File: config.mk
export PLATFORM = sky130hd
export DESIGN_NAME = vmem_rect_fill
export DESIGN_NICKNAME = d
export VERILOG_FILES = /design/src/rtl/vmem_pkg.sv /design/src/rtl/rect_scan_ctr.sv /design/src/rtl/vmem_rect_fill.sv
export SDC_FILE = /design/constraint.sdc
export NUM_CORES = 1
export LEC_CHECK = 0
export BUFFER_PORTS_ARGS = -buffer_cell sky130_fd_sc_hd__buf_2
export CAP_MARGIN = 20
export CORE_MARGIN = 2
export CORE_UTILIZATION = 25
export CTS_BUF_LIST = sky130_fd_sc_hd__clkbuf_4 sky130_fd_sc_hd__clkbuf_8
export DETAILED_ROUTE_END_ITERATION = 10
export HOLD_SLACK_MARGIN = 0.03
export PLACE_DENSITY = 0.45
export SLEW_MARGIN = 20
export SYNTH_ARGS = -nofsm -noshare
export SYNTH_HDL_FRONTEND = slang
export SYNTH_HIERARCHICAL = 1
export SYNTH_SLANG_ARGS = --single-unit
File: constraint.sdc
create_clock -name clkb -period 6.2 [get_ports clkb]
set_input_delay 0.93 -clock clkb [delete_from_list [all_inputs] [get_ports clkb]]
set_output_delay 0.93 -clock clkb [all_outputs]
set_load 0.005 [all_outputs]
File: src/rtl/vmem_pkg.sv
// vmem_pkg: shared definitions for the video-memory rectangle fill block.
// Holds the default frame geometry, the address field widths, the FSM
// state encoding, the RGB555 field positions and the extent-clip helper.
package vmem_pkg;

  localparam int VMEM_COLS = 128;
  localparam int VMEM_ROWS = 64;

  localparam int COL_W   = 7;   // column index width
  localparam int ROW_W   = 6;   // row index width
  localparam int EXT_W   = 8;   // extent arithmetic width (holds 0..128)
  localparam int COLOR_W = 15;  // RGB555 pixel width

  // RGB555 layout {R[14:10], G[9:5], B[4:0]}
  localparam int RGB_R_MSB = 14;
  localparam int RGB_R_LSB = 10;
  localparam int RGB_G_MSB = 9;
  localparam int RGB_G_LSB = 5;
  localparam int RGB_B_MSB = 4;
  localparam int RGB_B_LSB = 0;

  typedef enum logic [1:0] {
    ST_IDLE = 2'd0,
    ST_FILL = 2'd1,
    ST_DONE = 2'd2
  } fill_state_e;

  // Smaller of the requested extent and the room left before the frame edge.
  // Both operands are 8-bit and non-negative, so nothing wraps.
  function automatic logic [EXT_W-1:0] clip_extent(input logic [EXT_W-1:0] req,
                                                   input logic [EXT_W-1:0] avail);
    return (req < avail) ? req : avail;
  endfunction

endpackage

File: src/rtl/rect_scan_ctr.sv
// rect_scan_ctr: 2-D raster counter for a rectangle.
// load_i captures the start column/row and the inclusive end column/row and
// points the counter at the top-left cell. Each en_i cycle steps one column;
// after the end column it wraps to the start column and steps one row.
// last_o is high while the counter sits on the bottom-right cell.
//
// Ports:
//   clk_i      clock
//   rst_i      synchronous active-high reset (position returns to 0,0)
//   load_i     capture a new rectangle
//   en_i       advance one cell
//   x0_i,y0_i  top-left column / row
//   col_end_i  inclusive last column
//   row_end_i  inclusive last row
//   col_o      current column
//   row_o      current row
//   last_o     current cell is the final cell of the rectangle
import vmem_pkg::*;

module rect_scan_ctr (
  input  logic             clk_i,
  input  logic             rst_i,
  input  logic             load_i,
  input  logic             en_i,
  input  logic [COL_W-1:0] x0_i,
  input  logic [ROW_W-1:0] y0_i,
  input  logic [COL_W-1:0] col_end_i,
  input  logic [ROW_W-1:0] row_end_i,
  output logic [COL_W-1:0] col_o,
  output logic [ROW_W-1:0] row_o,
  output logic             last_o
);

  logic [COL_W-1:0] col_q, col_d;
  logic [ROW_W-1:0] row_q, row_d;
  logic [COL_W-1:0] x0_q;
  logic [COL_W-1:0] col_end_q;
  logic [ROW_W-1:0] row_end_q;

  logic col_wrap;
  assign col_wrap = (col_q == col_end_q);

  always_comb begin
    col_d = col_q;
    row_d = row_q;
    if (load_i) begin
      col_d = x0_i;
      row_d = y0_i;
    end else if (en_i) begin
      if (col_wrap) begin
        col_d = x0_q;
        row_d = row_q + 6'd1;
      end else begin
        col_d = col_q + 7'd1;
      end
    end
  end

  // Position registers: reset so the write address idles at zero
  always_ff @(posedge clk_i) begin
    if (rst_i) begin
      col_q <= '0;
      row_q <= '0;
    end else begin
      col_q <= col_d;
      row_q <= row_d;
    end
  end

  // Rectangle bounds: plain data, only meaningful after a load
  always_ff @(posedge clk_i) begin
    if (load_i) begin
      x0_q      <= x0_i;
      col_end_q <= col_end_i;
      row_end_q <= row_end_i;
    end
  end

  assign col_o  = col_q;
  assign row_o  = row_q;
  assign last_o = col_wrap && (row_q == row_end_q);

endmodule

File: src/rtl/vmem_rect_fill.sv
// vmem_rect_fill: fills a clipped rectangle of video memory with one colour,
// one write per clock in raster order.
// A command is taken while cmd_ready is high; the extent is clipped to the
// frame, then the block writes every cell and pulses done for one cycle.
// All outputs come straight from flops.
//
// Ports:
//   clkb       clock shared with the video-memory write port
//   reset      synchronous active-high reset
//   cmd_valid  fill command present
//   cmd_ready  block accepts a command this cycle (IDLE only)
//   cmd_x      top-left column (0..127)
//   cmd_y      top-left row (0..63)
//   cmd_w      width in cells (0..128)
//   cmd_h      height in cells (0..64)
//   cmd_color  fill colour, RGB555
//   mem_waddr  write address {row, col}
//   mem_wdata  write data
//   mem_web    active-high write enable
//   busy       fill or completion in progress
//   done       one-cycle completion pulse
import vmem_pkg::*;

module vmem_rect_fill #(
  parameter int COLS = VMEM_COLS,
  parameter int ROWS = VMEM_ROWS
) (
  input  logic                     clkb,
  input  logic                     reset,
  input  logic                     cmd_valid,
  output logic                     cmd_ready,
  input  logic [COL_W-1:0]         cmd_x,
  input  logic [ROW_W-1:0]         cmd_y,
  input  logic [EXT_W-1:0]         cmd_w,
  input  logic [6:0]               cmd_h,
  input  logic [COLOR_W-1:0]       cmd_color,
  output logic [ROW_W+COL_W-1:0]   mem_waddr,
  output logic [COLOR_W-1:0]       mem_wdata,
  output logic                     mem_web,
  output logic                     busy,
  output logic                     done
);

  fill_state_e state_q, state_d;

  logic               cmd_ready_q;
  logic               mem_web_q;
  logic               busy_q;
  logic               done_q;
  logic [COLOR_W-1:0] color_q, color_d;

  logic               accept;
  logic [EXT_W-1:0]   ew, eh;
  logic               empty;
  logic [COL_W-1:0]   col_end;
  logic [ROW_W-1:0]   row_end;

  logic               ctr_load, ctr_en, ctr_last;
  logic [COL_W-1:0]   ctr_col;
  logic [ROW_W-1:0]   ctr_row;

  // Accept uses the registered ready, so the cycle right after reset
  // (ready still low) never takes a command.
  assign accept = cmd_valid && cmd_ready_q;

  assign ew    = clip_extent(cmd_w, 8'(COLS) - {1'b0, cmd_x});
  assign eh    = clip_extent({1'b0, cmd_h}, 8'(ROWS) - {2'b00, cmd_y});
  assign empty = (ew == '0) || (eh == '0);

  // Inclusive end cell, computed modulo the index width: a full-width extent
  // (ew=128 or eh=64) has a zero low part, and x+0-1 still lands on the
  // last column/row because the clip guarantees x+ew <= COLS.
  assign col_end = cmd_x + ew[COL_W-1:0] - 7'd1;
  assign row_end = cmd_y + eh[ROW_W-1:0] - 6'd1;

  assign color_d = {cmd_color[RGB_R_MSB:RGB_R_LSB],
                    cmd_color[RGB_G_MSB:RGB_G_LSB],
                    cmd_color[RGB_B_MSB:RGB_B_LSB]};

  rect_scan_ctr u_scan (
    .clk_i     (clkb),
    .rst_i     (reset),
    .load_i    (ctr_load),
    .en_i      (ctr_en),
    .x0_i      (cmd_x),
    .y0_i      (cmd_y),
    .col_end_i (col_end),
    .row_end_i (row_end),
    .col_o     (ctr_col),
    .row_o     (ctr_row),
    .last_o    (ctr_last)
  );

  always_ff @(posedge clkb) begin
    if (reset) begin
      state_q <= ST_IDLE;
    end else begin
      state_q <= state_d;
    end
  end

  // The counter always holds the cell currently presented on mem_waddr, so
  // it is loaded on acceptance and advanced on every FILL cycle except the
  // final one.
  always_comb begin
    state_d  = state_q;
    ctr_load = 1'b0;
    ctr_en   = 1'b0;
    case (state_q)
      ST_IDLE: begin
        if (accept) begin
          if (empty) begin
            state_d = ST_DONE;
          end else begin
            state_d  = ST_FILL;
            ctr_load = 1'b1;
          end
        end
      end
      ST_FILL: begin
        if (ctr_last) begin
          state_d = ST_DONE;
        end else begin
          ctr_en = 1'b1;
        end
      end
      ST_DONE: begin
        state_d = ST_IDLE;
      end
      default: begin
        state_d = ST_IDLE;
      end
    endcase
  end

  // Output flags are registered from the next state so they line up with the
  // address coming out of the counter flops.
  always_ff @(posedge clkb) begin
    if (reset) begin
      cmd_ready_q <= 1'b0;
      mem_web_q   <= 1'b0;
      busy_q      <= 1'b0;
      done_q      <= 1'b0;
      color_q     <= '0;
    end else begin
      cmd_ready_q <= (state_d == ST_IDLE);
      mem_web_q   <= (state_d == ST_FILL);
      busy_q      <= (state_d != ST_IDLE);
      done_q      <= (state_d == ST_DONE);
      if (accept) begin
        color_q <= color_d;
      end
    end
  end

  assign cmd_ready = cmd_ready_q;
  assign mem_web   = mem_web_q;
  assign busy      = busy_q;
  assign done      = done_q;
  assign mem_wdata = color_q;
  assign mem_waddr = {ctr_row, ctr_col};

endmodule
==> results.md <==
* Post-CTS clock slew at the launch and capture registers of the worst setup and hold paths at 0.11 ns
* Post-DRT Antenna Nets at 0
* Post-detailed-routing wire length at 10,400 µm
* Avg Inst Size Synth at 8.80 µm²
* Distinct cells, synth at 64
* Post-route clock period utilization at 0.801
* Clock network fraction of design power at 0.218
* Wire length of the first global-routing pass at 16,900 µm
* Number of antenna violations at the first check in global routing at 0
* Sequential Area at 1280 µm²
* Setup TNS at 0 ns
* Number of max-slew violations in the final report at 0
* Gate power share at 0.334
* Critical path class: primary input to flip-flop
* Most common cell after layout, fill and taps aside: buf_2
* Number of max-capacitance violations reported at 0
* Number of synthesized flops with an enable pin at 20
* Via-to-Cell Ratio at 4.84
* Hold-fix buffers, CTS at 0
* Slew of the pin with the lowest slew margin at 0.955 ns
* Cell types occupying the most area after synthesis: dfxtp_1 (18%), edfxtp_1 (16%), ha_1 (12%), a21oi_1 (5.2%), xnor2_1 (5.0%)
* Unrepaired setup endpoints after global routing: no
* Cell area after synthesis at 3820 µm²
* Maximum root-to-sink buffer count at 2
* Commonest cells after routing, fill and taps aside: buf_2 (77), inv_1 (45), nand2_1 (43)
* End of the worst register-to-register path: u_scan/row_o[5]
* Number of cells produced by synthesis at 434
* Most frequent CP cell: ha_1
* Overflow left after global routing at 0
* Filler instances at 1,607
* Max-slew headroom at the worst pin at 0.361
* Library cell occupying the most area in the post-synthesis netlist: dfxtp_1
* Ys Warns at 6
* Power density over cell area at 222 nW/µm²
* Violation count after the first detailed-routing iteration at 221
* Class of the tightest hold or removal check: flip-flop to flip-flop
* Final estimated routing congestion in global placement at 0.816
* R2r setup slk at 2.51 ns
* Chain of cells forming the critical path: buf_2 > inv_1 > ha_1 > or3b_1 > nor3_1 > xor2_1 > ha_1 > or3_1 > o31ai_2 > a31o_1 > buf_4 > mux2i_1 > ha_1 > inv_1 > ha_1 > a21o_1 > a21oi_1 > o21bai_1 > a21oi_1 > xnor2_1 > xnor2_1
* Most instantiated flip-flop cell in the synthesis netlist: dfxtp_1
* Standard-cell row count at 45
* Core Util, Final at 0.296
* Routed length per instance at 15.0 µm
* Reg2Reg Launch Point: u_scan/col_o[0]
* P&R area growth vs syn at 17.0%
* Cell internal power dissipation at 0.639 mW
* Critical path buffers and inverters at 4
* Largest fanout on the critical path at 10
* Worst Slack Setup Final at 1.23 ns
* Non-filler instance count after layout at 694
* Final critical delay including setup and external delays at 4.97 ns
* Maximum ir drop on the vdd rail at 0.000159 V
* Part of the power in registers at 0.448
* Family with the most delay on the worst path: compound AO/OA/AOI/OAI gates
* Number of vias after detailed routing at 3,356
* Share of layout cells above drive strength 1 at 0.206
* Switching share of power at 0.355
* Leakage at 1.90 nW
* Cts repair resizes at 0
* Worst EP required at 6.29 ns
* H-tree Lvls at 2
* Number of input and output port buffers inserted at 77
* Endpoint, Worst Hold: mem_wdata[9]
* Launching element type of the critical path: primary input
* FMAX at 201 MHz
* Number of top-level design ports at 78
* Cell at the slowest stage of the critical path: or3b_1
* Root buf cell: clkbuf_8
* Clock sink count at 54
* Die Y-Extent at 128 µm
* Endpoint kind of the worst setup timing path: flip-flop
* Delay contributed by the slowest stage of the critical path at 0.41 ns
* Run status: completed
* Largest net degree at the start of global routing at 41
* Total track usage at 0.132
* Sequential element share of the synthesized area at 0.336
* Arr. time, crit path at 5.05 ns
* Vias in the first global route at 3,330
* Fraction of post-synthesis cell area in the top cell type by area at 0.178
* Start point of the worst min-delay path: mem_wdata[9]
* Hold violation count in the final report at 0
* Final layout net count at 589
* Inst Count DP at 686
* Floorplan die area at 16,300 µm²
* Total setup violations reported at the end of the flow at 0
* Register bit count reported by yosys at 54
* P_sw at 0.352 mW
* Syn_nets at 518
* # diodes at 0
* Area used by multi-input combinational logic at 2280 µm²
* Worst setup slack after placement at 0.880 ns
* Die extent in x at 128 µm
* Clock tree from TritonCTS: built
* Post-CTS setup buffer count at 0
* Source-to-sink clock delay at the later pin of the worst-skew pair at 0.33 ns
* Floorplan Core Area at 15,100 µm²
* Length in cells of the worst reg-to-reg path at 10
* Final clock skew at 0.00625 ns
* Final HPWL from detailed placement at 8060 µm
* DR pass1 iterations at 4
* Starting utilization of the core area at 0.253
* Post-synth ARST share at 0
* Residual DRC count at 0
* Inserted Clock Buffers at 5
* Worst Hold Path Cells at 2
-- logic make-up after synthesis --
group                    synth area share
buffers and inverters              0.0698
AO/OA/AOI/OAI                       0.183
XOR/XNOR                           0.0803
adder cells (fa/ha/maj)             0.128
AND/OR/NAND/NOR                     0.193
flip-flops                          0.336
multiplexers                       0.0105
-- layout make-up --
type | instances | area share
timing repair buffer | 80 | 0.0913
clock inverter | 3 | 0.00504
inverter | 45 | 0.0378
sequential | 54 | 0.287
clock buffer | 5 | 0.0154
tap | 188 | 0.0526
multi-input combinational | 319 | 0.511
-- per-layer routing --
metal,up-vias,global-route usage,share of wire,wire (µm)
met5,-,0,0,0
met4,0,0.0478,0.021,218
li1,1697,-,-,-
met2,84,0.219,0.47,4920
met1,1561,0.164,0.44,4610
met3,14,0.0373,0.061,635
-- worst register-to-register path: cells and delay by family (launching register included) --
family / cells / cell delay [ns]
flops: 1 / 0.52
xor+xnor: 1 / 0.16
simple gates: 9 / 2.96
-- how the worst max path moves through the flow --
stage	depth (start not counted)	startpoint	slack, ns	end
3_5_place_dp	21	cmd_x[0]	0.88	u_scan/col_end_q[6]
2_1_floorplan	15	cmd_x[3]	0.60	u_scan/row_o[3]
3_3_place_gp	22	cmd_x[0]	0.98	u_scan/col_end_q[6]
5_1_grt	21	cmd_x[0]	0.82	u_scan/col_end_q[6]
4_1_cts	21	cmd_x[0]	1.23	u_scan/col_end_q[6]
6_report	21	cmd_x[0]	1.23	u_scan/col_end_q[6]
-- flip-flops by register name (all words and copies together) (netlist names) --
name	cells
state_q	2
u_scan/col_end_q	7
mem_web	1
done	1
u_scan/col_o	7
mem_wdata	15
cmd_ready	1
u_scan/x0_q	7
u_scan/row_end_q	6
u_scan/row_o	6
busy	1
-- Yosys cell counts (2+ instances only) --
library cell	number
clkbuf_1	8
and3_1	2
or3_1	3
nor2_1	26
a311o_1	3
or4_1	2
a21o_1	4
a211oi_1	4
xnor2_1	22
inv_1	45
o211ai_1	2
nand4_1	4
nand2_1	43
o31ai_1	5
ha_1	36
a31o_1	3
a41oi_1	4
clkbuf_8	2
or3b_2	2
mux2i_1	4
a21oi_1	40
nor4_1	6
edfxtp_1	20
buf_2	2
o21ai_0	14
a311oi_1	2
buf_1	2
a221o_1	2
a31oi_1	2
a2111oi_0	4
dfxtp_1	34
nor3_1	9
xor2_1	13
nor2b_1	3
and2_1	2
nor3b_1	7
nand3_1	13
fa_1	2
nand2b_1	5
buf_6	2
o21a_1	3
-- stage by stage --
step / area, µm² / power, mW / hold slack (ns)
after floorplan: 3820 / 0.677 / 0.453
after global routing: 4470 / 1.07 / 0.483
final: 4470 / 0.991 / 0.461
after CTS: 4470 / 1.01 / 0.465
after detailed placement: 4380 / 0.785 / 0.448
after global placement: 4380 / 0.781 / 0.440
-- power groups by stage --
stage / logic (mW) / registers [mW] / clock network (mW)
finish: 0.331 / 0.444 / 0.216
global route: 0.376 / 0.448 / 0.244
CTS: 0.334 / 0.444 / 0.230
detailed placement: 0.332 / 0.452 / 0
global placement: 0.328 / 0.452 / 0
floorplan: 0.232 / 0.445 / 0
Power figures use the tool's default switching activity.
